--- config.mk ---
export PLATFORM = sky130hd
export DESIGN_NAME = mem_arbiter
export DESIGN_NICKNAME = d
export VERILOG_FILES = /design/src/rtl/mem_arbiter.sv
export SDC_FILE = /design/constraint.sdc
export NUM_CORES = 1
export LEC_CHECK = 0
export ABC_AREA = 1
export CORE_AREA = 4 4 121 123
export DETAILED_ROUTE_END_ITERATION = 8
export DIE_AREA = 0 0 125 127
export DONT_BUFFER_PORTS = 1
export PLACE_DENSITY = 0.41
export SLEW_MARGIN = 20
export SYNTH_ARGS = -nofsm -noshare
export SYNTH_HDL_FRONTEND = slang
export SYNTH_SLANG_ARGS = --single-unit
--- constraint.sdc ---
create_clock -name clk -period 2.8 [get_ports clk]
set_input_delay 0.56 -clock clk [delete_from_list [all_inputs] [get_ports clk]]
set_output_delay 0.56 -clock clk [all_outputs]
set_load 0.02 [all_outputs]
--- src/rtl/mem_arbiter.sv ---
// Two-requester arbiter sharing one PicoRV32 native memory port (CPU = requester 0).
// Define MEM_ARB_TIMEOUT_EN to enable the BUSY watchdog abort and sticky timeout_err.
module mem_arbiter #(
  parameter int PRIO_MODE      = 0,
  parameter int TIMEOUT_CYCLES = 255
) (
  input  logic        clk,
  input  logic        reset_n,
  input  logic        m0_valid,
  input  logic        m0_instr,
  input  logic [31:0] m0_addr,
  input  logic [31:0] m0_wdata,
  input  logic [3:0]  m0_wstrb,
  output logic        m0_ready,
  output logic [31:0] m0_rdata,
  input  logic        m1_valid,
  input  logic        m1_instr,
  input  logic [31:0] m1_addr,
  input  logic [31:0] m1_wdata,
  input  logic [3:0]  m1_wstrb,
  output logic        m1_ready,
  output logic [31:0] m1_rdata,
  output logic        mem_valid,
  output logic        mem_instr,
  output logic [31:0] mem_addr,
  output logic [31:0] mem_wdata,
  output logic [3:0]  mem_wstrb,
  input  logic        mem_ready,
  input  logic [31:0] mem_rdata,
  output logic        grant,
  output logic        busy,
  output logic        timeout_err
);

  typedef enum logic {IDLE = 1'b0, BUSY = 1'b1} state_e;

  state_e      state_q;
  logic        last_grant_q;
  logic        grant_q;
  logic        timeout_err_q;
  logic        instr_q;
  logic [31:0] addr_q;
  logic [31:0] wdata_q;
  logic [3:0]  wstrb_q;
  logic        winner_d;
  logic        done_s;
  logic        abort_s;
  logic        finish_s;

  // Winner selection: a lone requester always wins; ties go by PRIO_MODE.
  always_comb begin
    winner_d = 1'b0;
    if (m0_valid && m1_valid) begin
      if (PRIO_MODE != 0) begin
        winner_d = 1'b0;
      end else begin
        winner_d = ~last_grant_q;
      end
    end else if (m1_valid) begin
      winner_d = 1'b1;
    end else begin
      winner_d = 1'b0;
    end
  end

  assign done_s = (state_q == BUSY) && mem_ready;

`ifdef MEM_ARB_TIMEOUT_EN
  localparam logic [15:0] TMO_LAST = 16'(TIMEOUT_CYCLES - 1);

  logic [15:0] cnt_q;

  // Watchdog counts BUSY cycles without mem_ready; it sits at zero while IDLE.
  always_ff @(posedge clk) begin
    if (!reset_n) begin
      cnt_q <= 16'd0;
    end else if (state_q == IDLE) begin
      cnt_q <= 16'd0;
    end else if (!mem_ready) begin
      cnt_q <= cnt_q + 16'd1;
    end else begin
      cnt_q <= cnt_q;
    end
  end

  // A same-cycle mem_ready takes precedence over the abort.
  assign abort_s = (state_q == BUSY) && !mem_ready && (cnt_q == TMO_LAST);
`else
  assign abort_s = 1'b0;
`endif

  assign finish_s = done_s | abort_s;

  // Transaction FSM: latch the winner in IDLE, hold the request stable through BUSY.
  always_ff @(posedge clk) begin
    if (!reset_n) begin
      state_q       <= IDLE;
      last_grant_q  <= 1'b1;
      grant_q       <= 1'b0;
      instr_q       <= 1'b0;
      addr_q        <= 32'h0000_0000;
      wdata_q       <= 32'h0000_0000;
      wstrb_q       <= 4'h0;
      timeout_err_q <= 1'b0;
    end else begin
      case (state_q)
        IDLE: begin
          if (m0_valid || m1_valid) begin
            grant_q <= winner_d;
            instr_q <= winner_d ? m1_instr : m0_instr;
            addr_q  <= winner_d ? m1_addr  : m0_addr;
            wdata_q <= winner_d ? m1_wdata : m0_wdata;
            wstrb_q <= winner_d ? m1_wstrb : m0_wstrb;
            state_q <= BUSY;
          end
        end
        BUSY: begin
          if (finish_s) begin
            last_grant_q <= grant_q;
            state_q      <= IDLE;
          end
        end
        default: state_q <= IDLE;
      endcase
      if (abort_s) begin
        timeout_err_q <= 1'b1;
      end
    end
  end

  assign mem_valid   = (state_q == BUSY);
  assign busy        = (state_q == BUSY);
  assign grant       = grant_q;
  assign mem_instr   = instr_q;
  assign mem_addr    = addr_q;
  assign mem_wdata   = wdata_q;
  assign mem_wstrb   = wstrb_q;
  assign timeout_err = timeout_err_q;

  // Read data is shared; only the owner's ready qualifies it, zeroed on abort.
  assign m0_ready = finish_s & ~grant_q;
  assign m1_ready = finish_s & grant_q;
  assign m0_rdata = (abort_s && !grant_q) ? 32'h0000_0000 : mem_rdata;
  assign m1_rdata = (abort_s && grant_q)  ? 32'h0000_0000 : mem_rdata;

endmodule

==> reports/results.tsv, run 1 <==
stage	metric	value	unit
synth	ys_seq_area_frac	0.343	
cells_and_area	layout.nets	761	
timing	max_freq	470	MHz
timing	rsz0062_at_grt	no	
hold_path	min_path_type	in2reg	
power_and_ir_drop	vdd_drop_max	0.269	mV
cells_and_area	nFillCells	1577	
cells_and_area	layout-drive-gt1-share	0.0339	
drt	wirelength	10.2	mm
worst_setup_path	criticalPathCategory	reg2out	
synth	ys.flop_type	dfxtp_1	
floorplanning	pin_count	314	
timing	worstMarginPinSlew	610	ps
clocking	cts_tree	done	
worst_setup_path	regToRegSetupSlack	1170	ps
timing	finalCritPeriodShare	0.761	
drt	drt_iter0_drc	122	
global_routing	overflow	0	
timing	hold_viol_final	0	
synth	synth_compound_area_frac	0.0865	
synth	ys_types	17	
synth	syn_avg_cell_area	6.21	um2
drt	wl_per_cell	13.3	um
clocking	path_clk_slew	60	ps
worst_setup_path	r2r_cells	7	
floorplanning	start_util	0.307	
global_routing	track_usage	0.123	
drt	highest_layer	met4	
clocking	cts_resized	0	
power_and_ir_drop	cellLeakagePower	0.00211	uW
timing	whs	353	ps
timing	finalSetupViolations	0	
worst_setup_path	r2r_end	mem_wdata[11]$_SDFFE_PN0P_	
clocking	ctsRootBufferMaster	clkbuf_16	
drt	first_pass_iters	4	
placed_design	port_buffers	0	
clocking	postCtsHoldBufs	0	
outcome	status	finished, final reports clean	
synth	yosys_register_bits	72	
drt	ant_nets	0	
floorplanning	core	13700	um2
worst_setup_path	worstSetupStartpoint	busy$_SDFF_PN0_	
timing	slew_headroom	0.593	
clocking	ctsHtreeMaxLevel	3	
timing	clock-skew-final	8.36	ps
timing	drv_slew	0	
synth	synth_area	4200	um2
clocking	cts-buffers-inserted	9	
global_routing	antenna_found_initial	0	
global_routing	grt_pass1_wl	16.0	mm
drt	wl_met2	4.77	mm
floorplanning	die_height	127	um
synth	ys_warn_count	0	
cells_and_area	n_antenna_cell	0	
worst_setup_path	path_max_fanout	7	
worst_setup_path	r2r-start	last_grant_q$_SDFFE_PN1P_	
worst_setup_path	critPathLaunchType	flip-flop	
drt	vias	3397	
clocking	ctsLongestPathBuffers	2	
placed_design	gp_congestion	0.758	
timing	setup_tns	0	ps
power_and_ir_drop	powerDensity	717	nW/um2
synth	yosys.area_share.adder	0	
synth	synthSimpleGateAreaFrac	0.322	
synth	synth-edff-count	0	
clocking	insertion_delay	330	ps
floorplanning	rows	43	
synth	syn_inst	676	
floorplanning	die_w	125	um
synth	synth_xor_area_frac	0	
global_routing	grt_pass1_vias	3240	
worst_setup_path	worst_ep_required_time	2240	ps
worst_setup_path	endpoint	m0_ready	
global_routing	grt_start_max_net_pins	139	
flow_run	max_cap_violations	0	
clocking	post_cts_buffers	0	
synth	synth_top_family_by_area	simple AND/OR/NAND/NOR gates	
cells_and_area	syn_to_final_growth	-4.38	%
drt	drc	0	
timing	period_minus_slack	2130	ps
synth	async_flop_share	0	
worst_setup_path	critPathArrivalTime	1570	ps
floorplanning	dieArea	15900	um2
drt	vias_per_cell	4.41	
synth	synth_nets	851	
drt	wl_met1	4.15	mm
worst_setup_path	cp-end-kind	primary output	
clocking	clock_sinks	72	
synth	muxShareOfSynthArea	0	
drt	wl_met3	1.01	mm
placed_design	dp_hpwl	7.04	mm
[cell usage after synthesis (2+ instances only)]
master / instances / area share
o21ai_0: 44 / 0.052
buf_6: 12 / 0.032
o21ai_1: 26 / 0.031
inv_1: 71 / 0.064
nand3_1: 3 / 0.0036
clkbuf_1: 7 / 0.0063
buf_2: 9 / 0.011
nand2_1: 143 / 0.13
clkbuf_2: 2 / 0.0024
buf_4: 74 / 0.13
dfxtp_1: 72 / 0.34
nor2_1: 208 / 0.19
[worst min-delay path by stage]
stage / endpoint / cells past startpoint / start / slack (ps)
CTS: last_grant_q$_SDFFE_PN1P_ / 1 / reset_n / 310
floorplan: last_grant_q$_SDFFE_PN1P_ / 2 / last_grant_q$_SDFFE_PN1P_ / 430
finish: last_grant_q$_SDFFE_PN1P_ / 1 / reset_n / 350
detailed placement: last_grant_q$_SDFFE_PN1P_ / 2 / last_grant_q$_SDFFE_PN1P_ / 460
global route: last_grant_q$_SDFFE_PN1P_ / 1 / reset_n / 330
global placement: last_grant_q$_SDFFE_PN1P_ / 2 / last_grant_q$_SDFFE_PN1P_ / 480
[cell type report]
| cell class | instances | area [um2] | share of cell area |
|---|---|---|---|
| clock inverter | 2 | 37.5 | 0.00935 |
| multi-input combinational | 429 | 1720 | 0.430 |
| sequential | 72 | 1440 | 0.359 |
| clock buffer | 13 | 270 | 0.0674 |
| tap | 180 | 225 | 0.0561 |
| timing repair buffer | 3 | 47.5 | 0.0118 |
| inverter | 71 | 267 | 0.0664 |
[critical path: stages (launching register included)]
cell and delay, ps:
dfxtp_1 710, nand2_1 190, nor2_1 340
[per-layer routing]
metal / track usage / up-vias
li1: - / 1766
met1: 0.134 / 1461
met2: 0.203 / 139
met3: 0.0531 / 31
met4: 0.0714 / 0
met5: 0 / -
[kinds of logic after synthesis]
family,Yosys count
other cells,1
simple gates,356
flops,72
buf+inv,175
compound gates,72
[state kept, by name, indices dropped and copies added (netlist names)]
| signal | count |
|---|---|
| mem_instr | 1 |
| mem_wdata | 32 |
| mem_wstrb | 4 |
| mem_addr | 32 |
| last_grant_q | 1 |
| busy | 1 |
| grant | 1 |
[through the flow]
step	cells	power (uW)	cell area, um2	setup slack, ps	util
floorplan	676	1820	4200	1260	-
global placement	755	1710	3700	973	0.271
detailed placement	755	1720	3700	940	0.271
CTS	770	2940	4010	642	0.294
global route	770	3060	4010	591	0.294
finish	770	2880	4010	671	0.294
[power by group]
group          total, uW  internal [uW]  switching (uW)
registers           1330           1130             204
clock network       1190            758             431
logic                355            129             226
total               2880           2020             861
[placed cells by master, fill, tap and decap left out]
cell type and count:
nand2_1 142, a21boi_0 1, buf_12 2, nor2_2 1
o21ai_1 26, a21oi_1 1, clkinvlp_4 1, dfxtp_1 72
nand3_1 3, bufinv_16 1, clkbuf_16 9, clkbuf_8 3
clkbuf_1 1, inv_1 71, nand2_4 1, nor2_1 208
nor2_4 1, o21ai_0 44, buf_4 1, conb_1 1
Power figures use the tool's default switching activity.
==> run 2, diff against run 1 <==
clock period = 2.2 ns   (was 2.8 ns; I/O delays follow)
==> run 2 against run 1 <==
Worst setup slack worse by 480 ps. Routed wire length decreased by 0.73%. Largest cell class unchanged. Via count decreased by 1.1%. Largest power group unchanged. Critical endpoint unchanged. Clock power grew 38%. Non-clock buffer count is 1 higher. Power up 32%. Worst hold slack lost 130 ps.
==> reports/results.tsv, run 2 (synthesized netlist as in run 1, its figures left out) <==
stage	metric	value	unit
timing	clock-skew-final	3.03	ps
timing	rsz0062_at_grt	no	
clocking	post_cts_buffers	0	
drt	wirelength	10.1	mm
cells_and_area	final_cell_count_no_fill	772	
drt	vias	3359	
drt	highest_layer	met4	
worst_setup_path	r2r-start	busy$_SDFF_PN0_	
timing	slew_headroom	0.599	
timing	drv_slew	0	
floorplanning	dieArea	15900	um2
global_routing	grt_pass1_vias	3066	
global_routing	antenna_found_initial	0	
cells_and_area	layout.nets	762	
power_and_ir_drop	powerDensity	934	nW/um2
floorplanning	start_util	0.307	
timing	period_minus_slack	2010	ps
worst_setup_path	criticalPathCategory	reg2out	
drt	wl_met2	4.65	mm
drt	first_pass_iters	5	
placed_design	placed_cells	756	
cells_and_area	layout-drive-gt1-share	0.0355	
clocking	path_clk_slew	50	ps
cells_and_area	final_common_cell	nor2_1	
drt	vias_per_cell	4.35	
drt	wl_met3	1.08	mm
clocking	cts-buffers-inserted	9	
cells_and_area	syn_to_final_growth	-3.28	%
timing	finalCritPeriodShare	0.912	
cells_and_area	n_antenna_cell	0	
flow_run	max_cap_violations	0	
drt	drc	0	
worst_setup_path	worst_ep_required_time	1760	ps
worst_setup_path	worstSetupStartpoint	busy$_SDFF_PN0_	
floorplanning	core	13700	um2
clocking	ctsRootBufferMaster	clkbuf_16	
worst_setup_path	cp-end-kind	primary output	
clocking	insertion_delay	330	ps
drt	drt_iter0_drc	144	
cells_and_area	nFillCells	1560	
floorplanning	pin_count	314	
global_routing	track_usage	0.121	
drt	ant_nets	0	
floorplanning	die_w	125	um
drt	wl_per_cell	13.1	um
worst_setup_path	path_max_fanout	7	
timing	max_freq	498	MHz
floorplanning	rows	43	
timing	setup_ws	193	ps
timing	hold_viol_final	0	
timing	setup_tns	0	ps
hold_path	hp-start	reset_n	
clocking	clock_sinks	72	
clocking	ctsLongestPathBuffers	2	
timing	finalSetupViolations	0	
clocking	ctsHtreeMaxLevel	3	
hold_path	min_path_type	in2reg	
placed_design	dp_hpwl	7.01	mm
clocking	cts_tree	done	
timing	whs	223	ps
cells_and_area	regArea	1440	um2
clocking	cts_resized	0	
floorplanning	die_height	127	um
drt	wl_met1	4.10	mm
global_routing	grt_pass1_wl	15.6	mm
outcome	status	finished, final reports clean	
placed_design	pre_cts_ws	539	ps
global_routing	overflow	0	
cells_and_area	multiInputGateArea	1720	um2
timing	worstMarginPinSlew	601	ps
power_and_ir_drop	vdd_drop_max	0.336	mV
worst_setup_path	critPathArrivalTime	1570	ps
global_routing	grt_start_max_net_pins	85	
placed_design	port_buffers	0	
cells_and_area	layout_common_cells	nor2_1, nand2_1, dfxtp_1, inv_1, o21ai_0	
worst_setup_path	critPathLaunchType	flip-flop	
clocking	postCtsHoldBufs	0	
power_and_ir_drop	cellLeakagePower	0.00214	uW
placed_design	gp_congestion	0.781	
==> run 2: worst paths after layout <==
kind / slack, ps / end / depth (start not counted)
max: 190 / m0_ready / 2
min: 220 / last_grant_q$_SDFFE_PN1P_ / 1
max reg2reg: 640 / mem_addr[20]$_SDFFE_PN0P_ / 5
min reg2reg: 470 / last_grant_q$_SDFFE_PN1P_ / 2
==> run 2: per-stage QoR <==
step | instance area (um2) | utilization | power, uW
after floorplan | 4200 | - | 2310
after CTS | 4060 | 0.297 | 3890
after global routing | 4060 | 0.297 | 4020
after global placement | 3720 | 0.273 | 2190
final | 4060 | 0.297 | 3790
after detailed placement | 3720 | 0.273 | 2190
==> run 2: worst max-delay path: stages (launching register included) <==
cell     delay [ps]
dfxtp_1         700
nand2_1         190
nor2_1          340
==> run 2: per-layer routing <==
metal  vias to the layer above  GRT usage
met3                        31     0.0548
met5                         -          0
met2                       148      0.194
met1                      1415      0.131
li1                       1765          -
met4                         0     0.0721
==> run 2: final cells by class <==
cell class / instances / share of cell area
Multi-Input combinational cell: 429 / 0.425
Sequential cell: 72 / 0.355
Tap cell: 180 / 0.0555
Timing Repair Buffer: 4 / 0.0166
Clock buffer: 14 / 0.0675
Clock inverter: 2 / 0.0148
Inverter: 71 / 0.0657
==> run 2: where the power goes <==
part           total, uW  switching (uW)  internal [uW]
Clock               1640             548           1090
Combinational        457             287            169
Sequential          1700             260           1440
